[config.mk]
export PLATFORM = sky130hd
export DESIGN_NAME = bmem_arbiter
export DESIGN_NICKNAME = d
export VERILOG_FILES = /design/src/rtl/bmem_arbiter.sv
export SDC_FILE = /design/constraint.sdc
export NUM_CORES = 2
export LEC_CHECK = 0
export ABC_CLOCK_PERIOD_IN_PS = 43900
export BUFFER_PORTS_ARGS = -buffer_cell sky130_fd_sc_hd__buf_2
export CORE_AREA = 2 2 405 407
export DETAILED_ROUTE_END_ITERATION = 12
export DIE_AREA = 0 0 407 409
export GPL_TIMING_DRIVEN = 0
export PLACE_DENSITY = 0.52
export SYNTH_ARGS = -nofsm -noshare
export SYNTH_HDL_FRONTEND = slang
export SYNTH_SLANG_ARGS = --single-unit
[constraint.sdc]
create_clock -name clk -period 43.9 [get_ports clk]
set_input_delay 2.195 -clock clk [delete_from_list [all_inputs] [get_ports clk]]
set_output_delay 2.195 -clock clk [all_outputs]
set_load 0.02 [all_outputs]
[src/rtl/bmem_arbiter.sv]
// bmem_arbiter: round-robin arbiter sharing one burst-memory port between icache and dcache,
// serializing 256-bit lines into BURST_LEN beats and reassembling read lines.
module bmem_arbiter #(
  parameter int ADDR_W    = 32,
  parameter int BEAT_W    = 64,
  parameter int BURST_LEN = 4,
  parameter int CNT_W     = 32
) (
  input  logic                        clk,
  input  logic                        rst,
  input  logic [ADDR_W-1:0]           i_addr,
  input  logic                        i_read,
  output logic [BEAT_W*BURST_LEN-1:0] i_rdata,
  output logic                        i_resp,
  input  logic [ADDR_W-1:0]           d_addr,
  input  logic                        d_read,
  input  logic                        d_write,
  input  logic [BEAT_W*BURST_LEN-1:0] d_wdata,
  output logic [BEAT_W*BURST_LEN-1:0] d_rdata,
  output logic                        d_resp,
  output logic [ADDR_W-1:0]           bmem_address,
  output logic                        bmem_read,
  output logic                        bmem_write,
  input  logic [BEAT_W-1:0]           bmem_rdata,
  output logic [BEAT_W-1:0]           bmem_wdata,
  input  logic                        bmem_resp,
  output logic [CNT_W-1:0]            perf_conflict_count
);
  localparam int LINE_W = BEAT_W * BURST_LEN;
  localparam int OFF    = $clog2(LINE_W / 8);
  localparam int BW     = $clog2(BURST_LEN);
  typedef enum logic [2:0] {IDLE, I_RD, D_RD, D_WR, DONE} state_t;
  state_t state, next;
  logic [BW-1:0]         beat;
  logic                  last_d;
  logic [ADDR_W-OFF-1:0] addr_q;
  logic [LINE_W-1:0]     wline, rbuf, line_full;
  logic                  d_req, pick_d, busy, last_beat, unused_bits;
  assign unused_bits = ^{i_addr[OFF-1:0], d_addr[OFF-1:0]};
  assign d_req     = d_read | d_write;
  assign pick_d    = d_req & (~i_read | ~last_d);
  assign busy      = bmem_read | bmem_write;
  assign last_beat = bmem_resp && beat == BW'(BURST_LEN - 1);
  assign bmem_address = {addr_q, OFF'(0)};
  assign bmem_wdata   = bmem_write ? wline[beat*BEAT_W +: BEAT_W] : '0;
  always_ff @(posedge clk or posedge rst)
    if (rst) state <= IDLE;
    else state <= next;
  always_comb begin
    next       = state;
    bmem_read  = state == I_RD || state == D_RD;
    bmem_write = state == D_WR;
    case (state)
      IDLE:             next = pick_d ? (d_write ? D_WR : D_RD) : (i_read ? I_RD : IDLE);
      I_RD, D_RD, D_WR: next = last_beat ? DONE : state;
      default:          next = IDLE;
    endcase
  end
  // The beat being handshaked this cycle goes straight into the returned line.
  always_comb begin
    line_full = rbuf;
    line_full[beat*BEAT_W +: BEAT_W] = bmem_rdata;
  end
  always_ff @(posedge clk or posedge rst)
    if (rst) begin
      beat    <= '0;
      last_d  <= 1'b1;
      addr_q  <= '0;
      wline   <= '0;
      rbuf    <= '0;
      i_resp  <= 1'b0;
      d_resp  <= 1'b0;
      i_rdata <= '0;
      d_rdata <= '0;
      perf_conflict_count <= '0;
    end else begin
      if (state == IDLE && (i_read || d_req)) begin
        last_d <= pick_d;
        addr_q <= pick_d ? d_addr[ADDR_W-1:OFF] : i_addr[ADDR_W-1:OFF];
        wline  <= d_wdata;
        beat   <= '0;
      end
      if (busy && bmem_resp) beat <= beat + 1'b1;
      if (bmem_read && bmem_resp) rbuf[beat*BEAT_W +: BEAT_W] <= bmem_rdata;
      i_resp  <= state == I_RD && last_beat;
      d_resp  <= (state == D_RD || state == D_WR) && last_beat;
      i_rdata <= state == I_RD && last_beat ? line_full : '0;
      d_rdata <= state == D_RD && last_beat ? line_full : '0;
      if (busy && (state == I_RD ? d_req : i_read) && ~&perf_conflict_count)
        perf_conflict_count <= perf_conflict_count + 1'b1;
    end
endmodule

==> flow_summary.ini <==
[die]
start_util = 0.260
dieHeight_um = 409
die_area_um2 = 166000
coreArea_um2 = 162000
rows = 148
pin_count = 1034
die_w_um = 407

[synth]
synth_seq_cells = 1091
ys_seq_area_frac = 0.648
synth-edff-count = 0
synth_cell_types = 51
ys.flop_type = dfrtp_1
avgSynthCellArea_um2 = 10.9
synthesis.instances = 3859
yosysWarnings = 0
ys_async_sr_fraction = 1.00
netlist_area_um2 = 42100

[placement]
routabilityCongestion = 0.894
io_buffers = 956
place_ws_ns = 38.03
place_hpwl_mm = 137
place_area_um2 = 49900

[grt]
grt_pass1_vias = 33800
overflow = 0
track_usage = 0.210
grt_max_degree = 125
grt_first_pass_wirelength_mm = 249
antenna_found_initial = 36

[sta]
finalSetupViolations = 0
slew_violations = 0
slew_headroom = 0.0471
fin_skew_ns = 0.0552
fmax_ghz = 0.174
hold_viol = 0
timing.final.crit_period_ns = 5.73
fin_crit_sh = 0.131
setup_ws_ns = 38.17
tns_ns = 0
worst_pin_slew_ns = 1.43
rsz0062_at_grt = no

[clock_network]
cts_hold_buf = 0
htreeDepth = 3
ctsResizeCount = 0
cts_tree = yes
numCtsBuffers = 121
insertion_delay_ns = 0.77
post_cts_buffers = 0
cts.sink_count = 1091
root_buffer = clkbuf_16
path_clk_slew_ns = 0.06
cts.path.max_buffers = 3

[drt]
avgRoutedWirePerCell_um = 24.6
drc = 0
firstDrtPassIters = 5
num_vias = 32700
vias_per_cell = 4.52
antenna_left = 0
routed_wl_mm = 178
drt_iter0_drc = 2521

[min_path]
hold_depth = 2
hold_class = reg2reg

[power_and_ir_drop]
power_density_nw_per_um2 = 63.2
ir_drop_mv = 0.0368
leakagePower_nw = 27.8
p_total_mw = 3.41

[job]
cap_viol_max_count = 0

[worst_setup_path]
cp_max_fo = 10
worst_ep_arrival_time_ns = 3.54
crit_required_ns = 41.70
cp-start-kind = register
end_kind = output pin
reg2reg_depth = 10
path_class = reg2out

[finish]
syn_to_final_growth_pct = 28.2
layout-drive-gt1-share = 0.259
final_nets = 5349
fillers = 16700
postLayoutCellArea_um2 = 54000

[outcome]
status = finished clean
## logic make-up (layout without fill, tap and decap cells)
kind of cell | Yosys count | after routing | synth area share
buf+inv | 335 | 1522 | 0.0323
flops | 1091 | 1091 | 0.648
fa+ha+maj | 6 | 6 | 0.00178
xor+xnor | 30 | 30 | 0.00624
other cells | 1 | 16 | 0.0000890
compound gates | 553 | 553 | 0.0889
mux | 94 | 94 | 0.0414
simple gates | 1749 | 1749 | 0.181
## where the power goes
| group | internal [mW] | total [mW] | switching (mW) |
|---|---|---|---|
| registers | 1.22 | 1.34 | 0.128 |
| logic | 0.365 | 1.02 | 0.659 |
| clock network | 0.605 | 1.04 | 0.438 |
## Yosys cell counts (2+ instances only)
cell type	number	area [um^2]
a31oi_1	4	25.0
and4_1	3	26.3
mux2_1	2	22.5
buf_4	5	37.5
buf_2	61	305
nor2_1	530	1990
mux4_2	64	1440
o21ai_0	36	180
xor2_1	8	70.1
inv_1	8	30.0
and2_1	6	37.5
nor4_1	2	12.5
xnor2_1	22	193
nand3_1	19	95.1
or3_1	2	12.5
nor3_1	8	40.0
a21oi_1	255	1280
clkbuf_1	236	886
nand4_1	12	75.1
nor2b_1	324	2030
nand2b_1	5	31.3
ha_1	6	75.1
dfrtp_1	1090	27300
mux2i_1	27	270
a22o_1	253	2220
nand2_1	814	3060
and3_1	11	68.8
buf_1	23	86.3
## layer usage
layer | global-route usage | part of all wire | vias to the layer above
met5 | 0 | 0.0012 | -
met4 | 0.0735 | 0.033 | 36
met3 | 0.0658 | 0.082 | 271
met2 | 0.359 | 0.49 | 1151
met1 | 0.247 | 0.39 | 16500
li1 | - | - | 14800
## state kept, by name, summed over array words and instances, names as in the netlist, 2 cells and up
signal               cells
addr_q                  27
beat                     2
d_rdata                256
i_rdata                256
perf_conflict_count     32
rbuf                   256
state                    3
wline                  256
## worst paths after layout
check                            from        endpoint  slack, ns
setup / recovery              beat[1]  bmem_wdata[59]      38.17
setup reg to reg              beat[1]    d_rdata[148]      38.47
max in group asynchronous         rst      wline[197]      40.38
hold / removal             wline[202]      wline[202]       0.47
min in group asynchronous         rst      d_rdata[8]       1.48
hold reg to reg            wline[202]      wline[202]       0.47
## worst max-delay path, stage by stage (launching register included)
cell and delay, ns:
dfrtp_1 0.64, clkbuf_1 0.62, clkbuf_1 0.74, mux4_2 0.42, nor2b_1 0.16, buf_2 0.22
## area by class of cell
| type | instances | area, um^2 | area share |
|---|---|---|---|
| clock inverters | 42 | 557 | 0.0103 |
| multi-input cells | 2437 | 13500 | 0.249 |
| repair buffers | 967 | 5070 | 0.0940 |
| flip-flops and latches | 1091 | 27300 | 0.506 |
| plain buffers | 326 | 1330 | 0.0247 |
| diodes | 11 | 27.5 | 0.000510 |
| inverters | 9 | 41.3 | 0.000765 |
| clock buffers | 178 | 3470 | 0.0643 |
| well taps | 2175 | 2720 | 0.0504 |
## per-stage QoR
step / utilization / instances / hold WS [ns]
after floorplan: - / 3863 / 0.440
after global placement: 0.306 / 6994 / 0.455
after CTS: 0.333 / 7225 / 0.473
after global routing: 0.333 / 7232 / 0.482
final: 0.333 / 7236 / 0.470
after detailed placement: 0.308 / 7005 / 0.458
## cells in the final DEF (no fill, tap or decap), types with 5 or more instances in the layout
cell type / n
clkbuf_2: 6
conb_1: 5
dfrtp_1: 1090
buf_4: 5
inv_1: 7
bufinv_16: 10
nor2_1: 530
clkinvlp_4: 5
xor2_1: 8
clkinv_2: 16
nor2b_1: 324
xnor2_1: 22
nand3_1: 19
nor3_1: 8
buf_2: 1017
o21ai_0: 36
a22o_1: 253
buf_16: 10
nand4_1: 12
and2_1: 6
mux4_2: 64
diode_2: 11
and3_1: 11
clkbuf_1: 264
nand2b_1: 5
nand2_1: 814
buf_1: 23
ha_1: 6
mux2i_1: 27
clkbuf_8: 23
a21oi_1: 255
clkinv_4: 5
clkbuf_16: 121
No activity file was read; power rests on OpenSTA's default activity.
